$ cat config.mk
export PLATFORM = sky130hd
export DESIGN_NAME = posit_encode_pipe
export DESIGN_NICKNAME = d
export VERILOG_FILES = /design/src/rtl/posit_encode_pipe.sv
export SDC_FILE = /design/constraint.sdc
export NUM_CORES = 1
export LEC_CHECK = 0
export CAP_MARGIN = 10
export CORE_MARGIN = 5
export CORE_UTILIZATION = 50
export CTS_CLUSTER_SIZE = 28
export DETAILED_ROUTE_END_ITERATION = 8
export HOLD_SLACK_MARGIN = 0.05
export PLACE_DENSITY = 0.74
export SYNTH_ARGS = -nofsm -noshare
export SYNTH_HDL_FRONTEND = slang
export SYNTH_SLANG_ARGS = --single-unit
$ cat constraint.sdc
create_clock -name clk -period 6.2 [get_ports clk]
set_clock_uncertainty 0.15 [all_clocks]
set_input_delay 1.55 -clock clk [delete_from_list [all_inputs] [get_ports clk]]
set_output_delay 1.55 -clock clk [all_outputs]
set_load 0.01 [all_outputs]
$ cat src/rtl/posit_encode_pipe.sv
// posit_encode_pipe: three-stage encoder from a decoded value_sum to a packed posit<32,2>.
// Latency 3 cycles, 1 result per cycle; all stages advance together when the output
// slot is empty or being drained, otherwise the whole pipe holds (in_ready drops).
//
// Ports:
//   clk, reset_n            clock (rising edge), asynchronous active-low reset
//   in_valid/in_ready       input handshake, in_ready combinational from out_ready
//   in_value                decoded operand (sign, scale, 31-bit extended fraction, inf/zero)
//   out_valid/out_ready     output handshake
//   out_posit               encoded NBITS-bit posit, stable while stalled
//
// Build option: define POSIT_ENC_ROUND_EN for round-to-nearest-even; otherwise the
// guard/sticky bits are dropped (truncation). Saturation applies in both builds.

package posit_defines;
    localparam int NBITS = 32;
    localparam int ES    = 2;
    localparam int FBITS = NBITS - ES - 3;
    localparam int ABITS = FBITS + 4;
    localparam int SBITS = 9;

    typedef struct packed {
        logic                    inf;
        logic                    zero;
        logic                    sign;
        logic signed [SBITS-1:0] scale;
        logic [ES-1:0]           exponent;
        logic [ABITS-1:0]        fraction;
    } value_sum;
endpackage

module posit_encode_pipe
    import posit_defines::*;
(
    input  logic             clk,
    input  logic             reset_n,
    input  logic             in_valid,
    output logic             in_ready,
    input  value_sum         in_value,
    output logic             out_valid,
    input  logic             out_ready,
    output logic [NBITS-1:0] out_posit
);

    // One extra scale bit so carry/left-normalisation of extreme inputs cannot wrap
    // before the saturation compare.
    localparam int SW   = SBITS + 1;
    localparam int MW   = ABITS - 2;                  // fraction + guard + sticky, hidden dropped
    localparam int XW   = 2 * NBITS;                  // regime-shift work vector
    localparam int PADW = XW - 2 - ES - MW;
    localparam int SAT  = (NBITS - 2) * (1 << ES);    // |scale| beyond this saturates

    logic v1, v2, v3;
    logic adv;

    assign adv       = ~v3 | out_ready;
    assign in_ready  = adv;
    assign out_valid = v3;

    // ---------------- stage 1: normalize ----------------
    logic [4:0]           lzc;
    logic [ABITS-1:0]     frac_shl;
    logic signed [SW-1:0] scale_in;
    logic signed [SW-1:0] n1_scale;
    logic [MW-1:0]        n1_frac;
    logic                 n1_zero;

    // Leading-zero count measured from the hidden-bit position; highest set bit wins.
    always_comb begin
        lzc = '0;
        for (int i = 0; i < ABITS - 1; i++) begin
            if (in_value.fraction[i]) lzc = 5'(ABITS - 2 - i);
        end
    end

    assign frac_shl = in_value.fraction << lzc;
    assign scale_in = {in_value.scale[SBITS-1], in_value.scale};
    assign n1_zero  = in_value.zero | (in_value.fraction == '0);

    always_comb begin
        if (in_value.fraction[ABITS-1]) begin
            // Value >= 2: drop one bit on the right, keeping it alive in sticky.
            n1_frac  = {in_value.fraction[ABITS-2:2], in_value.fraction[1] | in_value.fraction[0]};
            n1_scale = scale_in + SW'(1);
        end else begin
            n1_frac  = frac_shl[MW-1:0];
            n1_scale = scale_in - {{(SW-5){1'b0}}, lzc};
        end
    end

    logic                 s1_sign, s1_inf, s1_zero;
    logic signed [SW-1:0] s1_scale;
    logic [MW-1:0]        s1_frac;

    // ---------------- stage 2: regime / exponent ----------------
    logic signed [SW-1:0] k;
    logic [SW-1:0]        shamt;
    logic signed [XW-1:0] x, y;
    logic [NBITS-2:0]     n2_body;
    logic                 n2_guard, n2_sticky;
    logic                 sat_hi, sat_lo;

    assign k      = s1_scale >>> ES;
    assign shamt  = k[SW-1] ? ~k : k;                 // -k-1 for negative regimes
    assign sat_hi = s1_scale > SAT;
    assign sat_lo = s1_scale < -SAT;

    // Seed "10" (k>=0) or "01" (k<0) above the exponent and fraction; an arithmetic
    // shift then replicates the leading regime bit to the right run length.
    always_comb begin
        x = {(k[SW-1] ? 2'b01 : 2'b10), s1_scale[ES-1:0], s1_frac, {PADW{1'b0}}};
        y = x >>> shamt;
        if (sat_hi) begin
            n2_body   = '1;
            n2_guard  = 1'b0;
            n2_sticky = 1'b0;
        end else if (sat_lo) begin
            n2_body   = {{(NBITS-2){1'b0}}, 1'b1};
            n2_guard  = 1'b0;
            n2_sticky = 1'b0;
        end else begin
            n2_body   = y[XW-1 -: NBITS-1];
            n2_guard  = y[XW-NBITS];
            n2_sticky = |y[XW-NBITS-1:0];
        end
    end

    logic             s2_sign, s2_inf, s2_zero;
    logic [NBITS-2:0] s2_body;
    logic             s2_guard, s2_sticky;

    // ---------------- stage 3: round and pack ----------------
    logic             round_up;
    logic [NBITS-1:0] sum, mag, n3_posit;

`ifdef POSIT_ENC_ROUND_EN
    assign round_up = s2_guard & (s2_body[0] | s2_sticky);
`else
    logic unused_round;
    assign round_up     = 1'b0;
    assign unused_round = s2_guard ^ s2_sticky;
`endif

    always_comb begin
        sum = {1'b0, s2_body} + {{(NBITS-1){1'b0}}, round_up};
        // A round carry out of the body would reach the sign position: clamp to maxpos.
        mag = sum[NBITS-1] ? {1'b0, {(NBITS-1){1'b1}}} : sum;
        if (s2_inf)       n3_posit = {1'b1, {(NBITS-1){1'b0}}};
        else if (s2_zero) n3_posit = '0;
        else if (s2_sign) n3_posit = -mag;
        else              n3_posit = mag;
    end

    logic unused_bits;
    assign unused_bits = ^{in_value.exponent, frac_shl[ABITS-1:MW]};

    // ---------------- pipeline registers ----------------
    always_ff @(posedge clk or negedge reset_n) begin
        if (!reset_n) begin
            v1        <= 1'b0;
            v2        <= 1'b0;
            v3        <= 1'b0;
            s1_sign   <= 1'b0;
            s1_inf    <= 1'b0;
            s1_zero   <= 1'b0;
            s1_scale  <= '0;
            s1_frac   <= '0;
            s2_sign   <= 1'b0;
            s2_inf    <= 1'b0;
            s2_zero   <= 1'b0;
            s2_body   <= '0;
            s2_guard  <= 1'b0;
            s2_sticky <= 1'b0;
            out_posit <= '0;
        end else if (adv) begin
            v1        <= in_valid;
            v2        <= v1;
            v3        <= v2;
            s1_sign   <= in_value.sign;
            s1_inf    <= in_value.inf;
            s1_zero   <= n1_zero;
            s1_scale  <= n1_scale;
            s1_frac   <= n1_frac;
            s2_sign   <= s1_sign;
            s2_inf    <= s1_inf;
            s2_zero   <= s1_zero;
            s2_body   <= n2_body;
            s2_guard  <= n2_guard;
            s2_sticky <= n2_sticky;
            out_posit <= n3_posit;
        end
    end

endmodule

After elaboration in Yosys (flattened, before gate mapping) --
Cells that the tools add are included. Widths: inputs -> output; s select.
Storage, ports and cells: memory bits (read-only) 0, bits in latches 0, input port bits 49, RAM bits 0, memories 0, output and inout bits 34, flip-flop bits (word level) 111, word-level logic and storage cells 65
Operators by class: shifts and indexed selects 2, $lt $le $gt $ge 2, reductions and logical operators 1, bitwise logic cells 5, eq/ne operators 0, multiply operators 0, multiplexer cells 39, div/mod/pow operators 0, $add $sub $neg 3
Operators with widths (count):
- $mux 5 | 30
- $mux 32 | 3
- $sshr 64x10->64 | 1
- $mux 31 | 2
- $neg 31->32 | 1
- $logic_not 31->1 | 1
- $shl 31x5->29 | 1
- $mux 29 | 1
- $mux 10 | 2
- $add 9x2->10 const B | 1
- $gt 10x8->1 const B | 1
- $lt 10x8->1 const B | 1
- $not 8->10 | 1
- $sub 9x6->10 | 1
- $or 1x1->1 | 3
- $mux 2 | 1
- $not 1->1 | 1

Longest topological paths before layout --
Gate-level depths: netlist of the first run.
word-level depth 32, mapped depth 22

Worst setup path before layout of the first run --
No wires, ideal clock.
kind input to register, start point in in_value[27] in the netlist's numbering, end point reg s1_scale[9], data arrival time 5.277 ns, slack 0.631 ns, required time 5.909 ns, buffers on the path 5, cell stages on the path 22, cells stage by stage buf_6 > or3_1 > or3_1 > o211a_1 > buf_6 > a21oi_4 > inv_2 > buf_6 > buf_6 > buf_2 > ha_1 > nand2_1 > inv_1 > ha_1 > a21o_1 > a21oi_1 > nand2b_1 > a21boi_0 > o41ai_1 > o21ai_0 > xnor2_1 > a21oi_1
On the way: word-level cells in the longest chain between the ends 5
Ends and longest elaborated chain:
- from (decl) | line 39 | input value_sum in_value,
- $mux 5 (3 in a row) | line 72 | if (in_value.fraction[i]) lzc = 5'(ABITS - 2 - i);
- $sub 9x6->10 | line 87 | n1_scale = scale_in - {{(SW-5){1'b0}}, lzc};
- $mux 10 | line 81 | if (in_value.fraction[ABITS-1]) begin
- to (signal assigned) | line 182 | s1_scale <= n1_scale;
- to (decl) | line 92 | logic signed [SW-1:0] s1_scale;
No other way between the ends. A chain may end at the register's enable or synchronous reset.

Final worst setup path of the first run --
start point in in_value[25] in the netlist's numbering, end point reg s1_frac[24]
On the way: word-level cells in the longest chain between the ends 7
Ends and longest elaborated chain:
- $mux 5 (5 in a row) | line 72
- $shl 31x5->29 | line 76 | assign frac_shl = in_value.fraction << lzc;
- $mux 29 * | line 81
- to (signal assigned) | line 183 | s1_frac <= n1_frac;
- to (decl) | line 93 | logic [MW-1:0] s1_frac;
Every way passes the cells marked *; elsewhere a longest branch is shown, timed or not.

==> results.md, run 1 <==
- Status: completed
- DRC: 0
- DRT antenna net count: 0
- Max Fanout on Critical Path: 11
- Sum Neg Setup Slack: 0 ns
- H-tree depth: 3
- # diodes: 0
- Net Switching: 2.27 mW
- Post-CTS setup buffer count: 0
- Die H: 149 um
- Critical path class: input port to register
- FF-to-FF End: s2_body[1]$_DFFE_PN0P_
- Hold EP: v2$_DFFE_PN0P_
- Netlist Area Pre-Place: 0.00968 sq mm
- Post-CTS resize count: 0
- Crit-path max cell delay: 0.91 ns
- Maximum VDD drop: 0.000206 V
- WP data arrival: 5.78 ns
- Critical Path End Type: register
- Post-DR wirelength/cell: 19.0 um
- Fin crit period: 5.69 ns
- Initial antenna violation count: 0
- CTS Hold Buffers Added: 0
- Final net count: 1,310
- Seq/Total Area, Yosys: 28.2%
- Slack of the worst reg-to-reg path: 2.34 ns
- Internal power: 2.52 mW
- Crit-path most repeated cell: or3_1
- Unique masters post-synth: 82
- TritonCTS clock tree: done
- Most frequent cells in the layout: 126 x nand2_1, 118 x nor2_1, 109 x dfrtp_1
- DRT iter0 DRCs: 859
- Asr flop ratio synth: 100%
- Vias: 9,557
- Seq cells post-synth: 109
- WP buf/inv: 2
- Area after DPL: 0.0107 sq mm
- Layout cells sized above 1: 8.48%
- Unrepaired setup endpoints after global routing: false
- Worst min-delay path startpoint: v2$_DFFE_PN0P_
- Pin count of the biggest net entering global routing: 73
- Lkg Pwr: 4.38 nW
- Post-synth EDFFs: 0
- Die area: 0.0222 sq mm
- Required time of the critical path: 6.29 ns
- Final Util: 58.0%
- Worst slew pin tran: 1.04 ns
- Max stage delay cell, worst path: a2111oi_0
- Top FF cell, synth: dfrtp_1
- Switching Share: 47.4%
- Core box area: 0.0189 sq mm
- Combinational fraction of design power: 60.9%
- Critical path's top delay family: compound AO/OA/AOI/OAI gates
- Crit. Startpoint: in_value[25]
- Max-slew headroom: 29.1%
- CTS max path bufs: 2
- Vias/cell: 6.33
- Root buf cell: clkbuf_16
- Synthesized area per cell: 8.05 sq um
- Drt pass-1 iters: 6
- PortBufs: 80
- Tot GR Track Use: 25.9%
- Number of clock buffers inserted by TritonCTS: 9
- Vias in the first global route: 8,809
- Final Hold Fails: 0
- FF+latch area: 0.00273 sq mm
- Fmax: 0.176 GHz
- Final setup vio count: 0
- Synth Instances: 1,202
- Clk Latency, worst-skew pair: 0.36 ns
- Final instance area: 0.0110 sq mm
- CTS clk-pin slew, worst paths: 0.08 ns
- Crit-path cells: clkdlybuf4s50_1 > or3_1 > or3_1 > o211ai_1 > nand2_1 > a211oi_1 > o31ai_1 > a2111oi_0 > buf_4 > a31oi_1
- Power share of the clock group: 11.6%
- Area grow syn2layout: 13.3%
- Yosys warning total: 0
- Startpoint Class: input port
- I/O Pins: 83
- Rows: 50
- Most common cell after layout, fill and taps aside: nand2_1
- Cells on worst reg2reg path: 9
- Routed WL: 28,600 um
- Wire length of the first global-routing pass: 46,900 um
- Max cap viols: 0
- Hpwl dp: 21,700 um
- Die Wd: 149 um
- Reg-to-reg startpoint: s1_scale[9]$_DFFE_PN0P_
- Syn_nets: 1,267
- Initial core utilization: 51.2%
- Sequential power share: 27.5%
- PD cells: 436 mW/mm^2
- Grt total ovfl: 0
- Gpl congestion: 0.986
- CTS Sinks: 109
- Min-Delay Path Class: register to register
- # fillers: 1,786
- Hold path cells: 2
- Multi-input gate area: 0.00631 sq mm
- Final period util: 91.8%
- Fin. max-slew vios: 0
power groups by stage:
stage          Combinational (mW)  Clock [mW]  Sequential [mW]
2_1_floorplan                2.17           0             1.21
3_3_place_gp                 2.84           0             1.31
3_5_place_dp                 2.88           0             1.32
4_1_cts                      2.90       0.570             1.31
5_1_grt                      3.20       0.602             1.37
6_report                     2.91       0.557             1.31
metrics by stage:
step | power (mW) | setup WS, ns | std cells | hold slack (ns)
2_1_floorplan | 3.39 | 0.631 | 1202 | 0.280
5_1_grt | 5.17 | 0.257 | 1510 | 0.353
3_3_place_gp | 4.14 | 0.328 | 1494 | 0.293
6_report | 4.78 | 0.511 | 1510 | 0.324
3_5_place_dp | 4.21 | 0.269 | 1494 | 0.305
4_1_cts | 4.78 | 0.663 | 1510 | 0.323
flip-flops by register name, indices dropped and copies added (netlist names):
| name | flops |
|---|---|
| s2_body | 31 |
| s1_inf | 1 |
| v1 | 1 |
| s1_scale | 10 |
| s1_frac | 27 |
| out_posit | 32 |
| v2 | 1 |
| out_valid | 1 |
| s1_zero | 1 |
| s1_sign | 1 |
| s2_inf | 1 |
| s2_sign | 1 |
| s2_zero | 1 |
worst max path at each step:
stage	cells past startpoint	end	slack [ns]
6_report	10	s1_frac[24]$_DFFE_PN0P_	0.51
5_1_grt	18	s1_scale[8]$_DFFE_PN0P_	0.26
4_1_cts	10	s1_frac[24]$_DFFE_PN0P_	0.66
3_5_place_dp	10	s1_frac[24]$_DFFE_PN0P_	0.27
3_3_place_gp	10	s1_frac[24]$_DFFE_PN0P_	0.33
2_1_floorplan	22	s1_scale[9]$_DFFE_PN0P_	0.63
routing by layer:
layer | up-vias | global-route usage (%) | part of all wire (%)
met1 | 4486 | 36.0 | 43
li1 | 4580 | - | -
met3 | 79 | 2.31 | 6.1
met5 | - | 0 | 0
met4 | 0 | 11.5 | 4.1
met2 | 412 | 41.2 | 46
cells by family (layout without fill, tap and decap cells):
logic type,Yosys count,after routing,share of synthesized area [%]
DFF,109,109,28.2
adders and majority gates,20,20,2.56
AOI/OAI and AO/OA,415,415,28.2
xor gates and xnor gates,41,41,3.71
buffers and inverters,135,183,6.96
and+or+nand+nor,385,385,18.2
muxes,97,97,12.2
Yosys cell counts (6+ instances only):
cell	instances	share of area, %
nand2_1	126	4.9
nor2_1	119	4.6
dfrtp_1	109	28
o21ai_0	106	5.5
a21oi_1	86	4.4
mux2i_1	74	7.7
clkbuf_1	66	2.6
a211oi_1	33	2.6
xor2_1	33	3.0
inv_1	32	1.2
nor3_1	31	1.6
a31oi_1	22	1.4
o31ai_1	22	1.7
nand3_1	21	1.1
a221oi_1	16	1.4
mux4_2	16	3.7
ha_1	15	1.9
o211ai_1	14	1.1
or3_1	14	0.91
a21boi_0	12	0.93
and3_1	11	0.71
nor2b_1	11	0.71
nor4_1	11	0.71
o22ai_1	10	0.65
or4_1	10	0.78
a2111oi_0	9	0.81
buf_2	9	0.47
o221ai_1	9	0.81
a21o_1	8	0.62
buf_6	8	0.93
xnor2_1	8	0.72
a22oi_1	7	0.54
and2_1	7	0.45
mux2_2	7	0.81
nand2b_1	7	0.45
nand4_1	7	0.45
o21a_1	7	0.54
a32oi_1	6	0.54
buf_4	6	0.47
layout make-up:
cell class | instances | share of cell area (%)
Clock buffer | 9 | 2.05
Clock inverter | 7 | 0.514
Inverter | 37 | 1.27
Multi-Input combinational cell | 958 | 57.6
Sequential cell | 109 | 24.9
Tap cell | 260 | 2.97
Timing Repair Buffer | 130 | 10.7
worst register-to-register path, stage by stage, from the launching register on:
cell       delay [ns]
dfrtp_1          0.33
buf_4            0.41
clkinv_1         0.63
ha_1             0.42
o2111ai_1        0.09
o211ai_1         0.34
nor2_1           0.65
nand3_1          0.33
o221ai_1         0.28
a21oi_1          0.09
No activity file was read; power rests on OpenSTA's default activity.
==> inputs of run 2 (changes only) <==
Settings changed: GPL_ROUTABILITY_DRIVEN set to 0.
==> run 2 against run 1 <==
  * Cell area shrank 0.67%
  * Sequential power about the same
  * Non-clock buffer count down 10
  * Highest routed layer unchanged
  * Sequential share of layout area up 0.17 points
  * Critical path depth grew 8
  * Combinational power is essentially flat
  * Final cell count shrank 0.73%
  * Largest power group unchanged
  * Power is 0.26% lower
  * Via count up 1.6%
  * Clock-buffer cell count is 1 higher
  * Core utilization shrank 0.39 points
==> results.md, run 2 (synthesis results as in run 1) <==
- CTS clk-pin slew, worst paths: 0.07 ns (about the same)
- Grt total ovfl: 0 (unchanged)
- Die area: 0.0222 sq mm (unchanged)
- Core box area: 0.0189 sq mm (unchanged)
- Fin. max-slew vios: 0 (unchanged)
- Largest regs: out_posit (32), s2_body (31), s1_frac (27)
- Layout cells sized above 1: 7.67% (-0.81 points)
- Net Switching: 2.25 mW (-0.74%)
- Initial antenna violation count: 0 (unchanged)
- Max cap viols: 0 (unchanged)
- Initial core utilization: 51.2% (unchanged)
- Clk Latency, worst-skew pair: 0.36 ns (about the same)
- PD cells: 438 mW/mm^2 (+0.42%)
- CTS Hold Buffers Added: 0 (unchanged)
- Max FFs per register: 32 (unchanged)
- Sequential power share: 27.6% (about the same)
- Number of clock buffers inserted by TritonCTS: 9 (unchanged)
- Dpl ws: 0.230 ns (-0.0385 ns)
- Rows: 50 (unchanged)
- Root buf cell: clkbuf_16
- Sum Neg Setup Slack: 0 ns (unchanged)
- Max-slew headroom: 38.4% (+9.4 points)
- Most frequent cells in the layout: 126 x nand2_1, 118 x nor2_1, 109 x dfrtp_1
- Reg-to-reg startpoint: s1_scale[9]$_DFFE_PN0P_
- Pin count of the biggest net entering global routing: 73 (unchanged)
- Fin crit period: 5.66 ns (-0.0289 ns)
- DRC: 0 (unchanged)
- # diodes: 0 (unchanged)
- Combinational fraction of design power: 60.8% (about the same)
- Post-DR wirelength/cell: 18.6 um (-2.1%)
- Fmax: 0.177 GHz (+0.51%)
- Max Fanout on Critical Path: 7 (-4)
- Critical Path End Type: register
- Final worst setup slack: 0.540 ns (+0.0289 ns)
- CTS Sinks: 109 (unchanged)
- Worst slew pin tran: 0.923 ns (-0.114 ns)
- PortBufs: 80 (unchanged)
- Tot Pwr: 4.77 mW (-0.26%)
- Startpoint Class: input port
- Status: completed
- Area grow syn2layout: 12.5%
- Hpwl dp: 20,900 um (-3.6%)
- CTS max path bufs: 2 (unchanged)
- Vias: 9,706 (+1.6%)
- DRT iter0 DRCs: 1,085 (+26%)
- # fillers: 1,810 (+1.3%)
- Tot GR Track Use: 24.9% (-0.93 points)
- Switching Share: 47.1% (-0.23 points)
- Min-Delay Path Class: register to register
- Crit. Startpoint: in_value[25]
- Wire length of the first global-routing pass: 45,500 um (-3.0%)
- Largest reg by FF count: out_posit
- Die H: 149 um (unchanged)
- WP data arrival: 5.73 ns (-0.05 ns)
- I/O Pins: 83 (unchanged)
- Unrepaired setup endpoints after global routing: false
- Maximum VDD drop: 0.000216 V (+4.9%)
- Vias/cell: 6.47 (+2.3%)
- Final period util: 91.3% (-0.47 points)
- Final setup vio count: 0 (unchanged)
- Critical path class: input port to register
- Die Wd: 149 um (unchanged)
- Vias in the first global route: 8,942 (+1.5%)
- Required time of the critical path: 6.27 ns (-0.02 ns)
- Post-CTS setup buffer count: 0 (unchanged)
- DRT antenna net count: 0 (unchanged)
- Final instance area: 0.0109 sq mm (-0.67%)
- Power share of the clock group: 11.6% (about the same)
- H-tree depth: 3 (unchanged)
- Routed WL: 27,800 um (-2.8%)
- Area after DPL: 0.0106 sq mm (-0.70%)
- Most common cell after layout, fill and taps aside: nand2_1
- Worst min-delay path startpoint: v1$_DFFE_PN0P_
- Final net count: 1,300 (-0.76%)
- Post-CTS resize count: 0 (unchanged)
- Drt pass-1 iters: 6 (unchanged)
- TritonCTS clock tree: done
- Lkg Pwr: 4.33 nW (-1.2%)
- Final Hold Fails: 0 (unchanged)
- Internal power: 2.52 mW (+0.17%)
-- run 2: cell types whose count changed in the layout (fill, tap and decap cells not counted), sizes merged --
| cell | previous run | this run |
|---|---|---|
| clkbuf | 9 | 10 |
| clkinv | 8 | 6 |
| buf | 51 | 41 |
-- run 2: layout make-up --
type	instances	area, sq um	area share, %
multi-input cells	958	6310	58.0
clock buffers	10	239	2.19
inverters	37	139	1.28
repair buffers	120	1100	10.1
well taps	260	325	2.99
clock inverters	5	43.8	0.402
flip-flops and latches	109	2730	25.1
-- run 2: routing by layer --
metal / wire [um] / part of all wire (%) / GRT usage [%]
met1: 11400 / 41 / 32.9
met2: 13100 / 47 / 40.9
met4: 1350 / 4.9 / 11.8
met3: 1950 / 7.0 / 3.01
met5: 0 / 0 / 0
-- run 2: worst max-delay path, cell delays in order --
cell             delay [ns]
clkdlybuf4s50_1        0.56
or3_1                  0.48
or3_1                  0.34
o211a_1                0.26
a21oi_4                0.15
inv_2                  0.06
ha_1                   0.27
nand2_1                0.13
inv_1                  0.06
ha_1                   0.27
a21o_1                 0.16
a21oi_1                0.19
nand2b_1               0.13
a21boi_0               0.11
o41ai_1                0.52
o21ai_0                0.22
xnor2_1                0.18
a21oi_1                0.08
-- run 2: final timing paths --
path	end	slack, ns	cells past startpoint
hold reg to reg	v1$_DFFE_PN0P_	0.32	2
max in group asynchronous	s1_frac[8]$_DFFE_PN0P_	3.67	2
setup reg to reg	s2_body[15]$_DFFE_PN0P_	2.38	8
min in group asynchronous	out_posit[28]$_DFFE_PN0P_	1.12	1
hold / removal	v1$_DFFE_PN0P_	0.32	2
setup / recovery	s1_scale[9]$_DFFE_PN0P_	0.54	18
-- run 2: power by group through the flow --
stage / Combinational (mW) / Clock, mW / Sequential [mW]
after floorplan: 2.17 / 0 / 1.21
after global placement: 2.81 / 0 / 1.30
after detailed placement: 2.87 / 0 / 1.33
after CTS: 2.88 / 0.565 / 1.31
after global routing: 3.18 / 0.593 / 1.37
final: 2.90 / 0.552 / 1.32
-- run 2: per-stage QoR --
stage	instances	util [%]	hold WS, ns
after floorplan	1202	-	0.280
after global placement	1484	56.1	0.290
after detailed placement	1484	56.1	0.305
after CTS	1499	57.6	0.323
after global routing	1499	57.6	0.340
final	1499	57.6	0.320
==> inputs of run 3 (changes only) <==
Settings changed: CORE_UTILIZATION 50 to 45, PLACE_DENSITY 0.74 to 0.68.
==> run 3 against run 2 <==
  * Clock power decreased by 1%
  * Die area increased by 10%
  * Routed wire length increased by 3.0%
  * Flip-flop and latch count unchanged
  * Clock-buffer cell count decreased by 1
  * Core utilization decreased by 5.9 points
  * Highest routed layer unchanged
  * Sequential share of layout area about the same
  * Final cell count increased by 1.1%
  * Critical path depth unchanged
==> results.md, run 3 (synthesis results as in run 1) <==
- CTS clk-pin slew, worst paths: 0.08 ns (about the same)
- TritonCTS clock tree: done
- Die area: 0.0245 sq mm (+10%)
- Final instance area: 0.0109 sq mm (+0.15%)
- Initial antenna violation count: 0 (unchanged)
- Max-slew headroom: 38.7% (+0.28 points)
- Crit-path max cell delay: 0.71 ns (+0.15 ns)
- Worst slew pin tran: 0.919 ns (-0.00418 ns)
- Largest reg by FF count: out_posit
- Maximum VDD drop: 0.000228 V (+5.6%)
- Die H: 157 um (+5.0%)
- Largest regs: out_posit (32), s2_body (31), s1_frac (27)
- Clk Latency, worst-skew pair: 0.35 ns (about the same)
- Die Wd: 157 um (+5.0%)
- Critical Path End Type: register
- Number of clock buffers inserted by TritonCTS: 9 (unchanged)
- CTS Hold Buffers Added: 0 (unchanged)
- Pin count of the biggest net entering global routing: 74 (+1.4%)
- Post-DR wirelength/cell: 18.9 um (+1.9%)
- Most common cell after layout, fill and taps aside: nand2_1
- Rows: 53 (+6.0%)
- Hpwl dp: 21,600 um (+3.2%)
- Final net count: 1,301 (+0.077%)
- Crit-path cells: clkdlybuf4s50_1 > inv_1 > a221oi_1 > o211ai_1 > a21oi_4 > inv_2 > ha_1 > nand2_1 > inv_1 > ha_1 > a21o_1 > a21oi_1 > nand2b_1 > a21boi_0 > o41ai_1 > o21ai_0 > xnor2_1 > a21oi_1
- Power share of the clock group: 11.4% (-0.2 points)
- Hold path cells: 1 (-1)
- CTS max path bufs: 2 (unchanged)
- Post-CTS setup buffer count: 0 (unchanged)
- Sequential power share: 27.4% (-0.2 points)
- Layout cells sized above 1: 7.74% (+0.074 points)
- Final Hold Fails: 0 (unchanged)
- PortBufs: 80 (unchanged)
- I/O Pins: 83 (unchanged)
- Grt total ovfl: 0 (unchanged)
- Final setup vio count: 0 (unchanged)
- WP data arrival: 5.71 ns (-0.02 ns)
- Reg-to-reg startpoint: s1_scale[9]$_DFFE_PN0P_
- Root buf cell: clkbuf_16
- H-tree depth: 3 (unchanged)
- Final period util: 91.1% (-0.24 points)
- Tot GR Track Use: 23.0% (-1.9 points)
- Area after DPL: 0.0106 sq mm (+0.25%)
- Lkg Pwr: 4.32 nW (-0.17%)
- Max Fanout on Critical Path: 10 (+3)
- Min-Delay Path Class: register to register
- Net Switching: 2.27 mW (+0.83%)
- Most frequent cells in the layout: 126 x nand2_1, 118 x nor2_1, 109 x dfrtp_1
- DRT antenna net count: 0 (unchanged)
- PD cells: 438 mW/mm^2 (about the same)
- Hold EP: out_valid$_DFFE_PN0P_
- Combinational fraction of design power: 61.1% (+0.3 points)
- Slack of the worst reg-to-reg path: 2.33 ns (-0.05 ns)
- Max cap viols: 0 (unchanged)
- Fin crit period: 5.65 ns (-0.0148 ns)
- Vias/cell: 6.36 (-1.8%)
- WHS: 0.299 ns (-0.0212 ns)
- Unrepaired setup endpoints after global routing: false
- # diodes: 0 (unchanged)
- Status: completed
- Cells on worst reg2reg path: 9 (+1)
- Post-CTS resize count: 0 (unchanged)
- Internal power: 2.51 mW (-0.49%)
- CTS Sinks: 109 (unchanged)
- FF-to-FF End: s2_body[1]$_DFFE_PN0P_
- Vias: 9,635 (-0.73%)
- Final Util: 51.7% (-5.9 points)
- Core box area: 0.0211 sq mm (+12%)
- DRC: 0 (unchanged)
- Sum Neg Setup Slack: 0 ns (unchanged)
- Routed WL: 28,600 um (+3.0%)
- Required time of the critical path: 6.27 ns (about the same)
- Vias in the first global route: 8,931 (-0.12%)
- Max FFs per register: 32 (unchanged)
- Drt pass-1 iters: 9 (+3)
- Worst min-delay path startpoint: v2$_DFFE_PN0P_
- Fin. max-slew vios: 0 (unchanged)
- Max stage delay cell, worst path: clkdlybuf4s50_1
- DRT iter0 DRCs: 999 (-7.9%)
- Critical path class: input port to register
- Fmax: 0.177 GHz (+0.26%)
- Startpoint Class: input port
- Area grow syn2layout: 12.7%
- Wire length of the first global-routing pass: 46,300 um (+1.7%)
- Switching Share: 47.5% (+0.33 points)
- Initial core utilization: 45.9% (-5.3 points)
run 3: changes by cell type in the layout (fill, tap and decap cells not counted):
cell	delta
buf_4	+1
clkbuf_8	-1
clkinv_2	+1
clkinv_4	-2
clkinvlp_4	+3
inv_6	-2
inv_8	+1
run 3: final cells by class:
cell class / count / area [sq um]
clock inverters: 6 / 47.5
fillers: 2075 / 10200
inverters: 37 / 139
repair buffers: 121 / 1110
flip-flops and latches: 109 / 2730
clock buffers: 9 / 225
well taps: 275 / 344
multi-input cells: 958 / 6310
run 3: routing by layer:
layer  share of wire, %  global-route usage (%)  vias up
li1                   -                       -     4566
met2                 46                    37.5      443
met3                6.9                    2.65      101
met5                  0                       0        -
met4                5.1                    10.8        0
met1                 42                    30.6     4525
run 3: worst max-delay path: cells and delay by family:
family | cells | cell delay (ns)
xor+xnor | 1 | 0.18
simple gates | 2 | 0.26
fa+ha+maj | 2 | 0.54
buf+inv | 4 | 0.96
compound gates | 9 | 2.22
run 3: stage by stage:
step                      cells  setup WS, ns  power, mW
after floorplan            1202         0.631       3.39
after global placement     1500         0.351       4.14
after detailed placement   1500         0.232       4.20
after CTS                  1515         0.601       4.76
after global routing       1515         0.244       5.15
final                      1515         0.555       4.78
run 3: power by group through the flow:
stage / sequential (mW) / clock [mW] / combinational, mW
final: 1.31 / 0.546 / 2.92
after global routing: 1.37 / 0.582 / 3.20
after CTS: 1.31 / 0.558 / 2.90
after detailed placement: 1.32 / 0 / 2.88
after global placement: 1.30 / 0 / 2.84
after floorplan: 1.21 / 0 / 2.17
run 3: worst max-delay path by stage:
| stage | from | endpoint | slack, ns | cells after the start |
|---|---|---|---|---|
| finish | in_value[4] | s1_scale[9]$_DFFE_PN0P_ | 0.55 | 18 |
| global route | in_value[22] | s1_scale[8]$_DFFE_PN0P_ | 0.24 | 14 |
| CTS | in_value[4] | s1_scale[9]$_DFFE_PN0P_ | 0.60 | 18 |
| detailed placement | in_value[4] | s1_scale[9]$_DFFE_PN0P_ | 0.23 | 18 |
| global placement | in_value[4] | s1_scale[9]$_DFFE_PN0P_ | 0.35 | 18 |
| floorplan | in_value[27] | s1_scale[9]$_DFFE_PN0P_ | 0.63 | 22 |
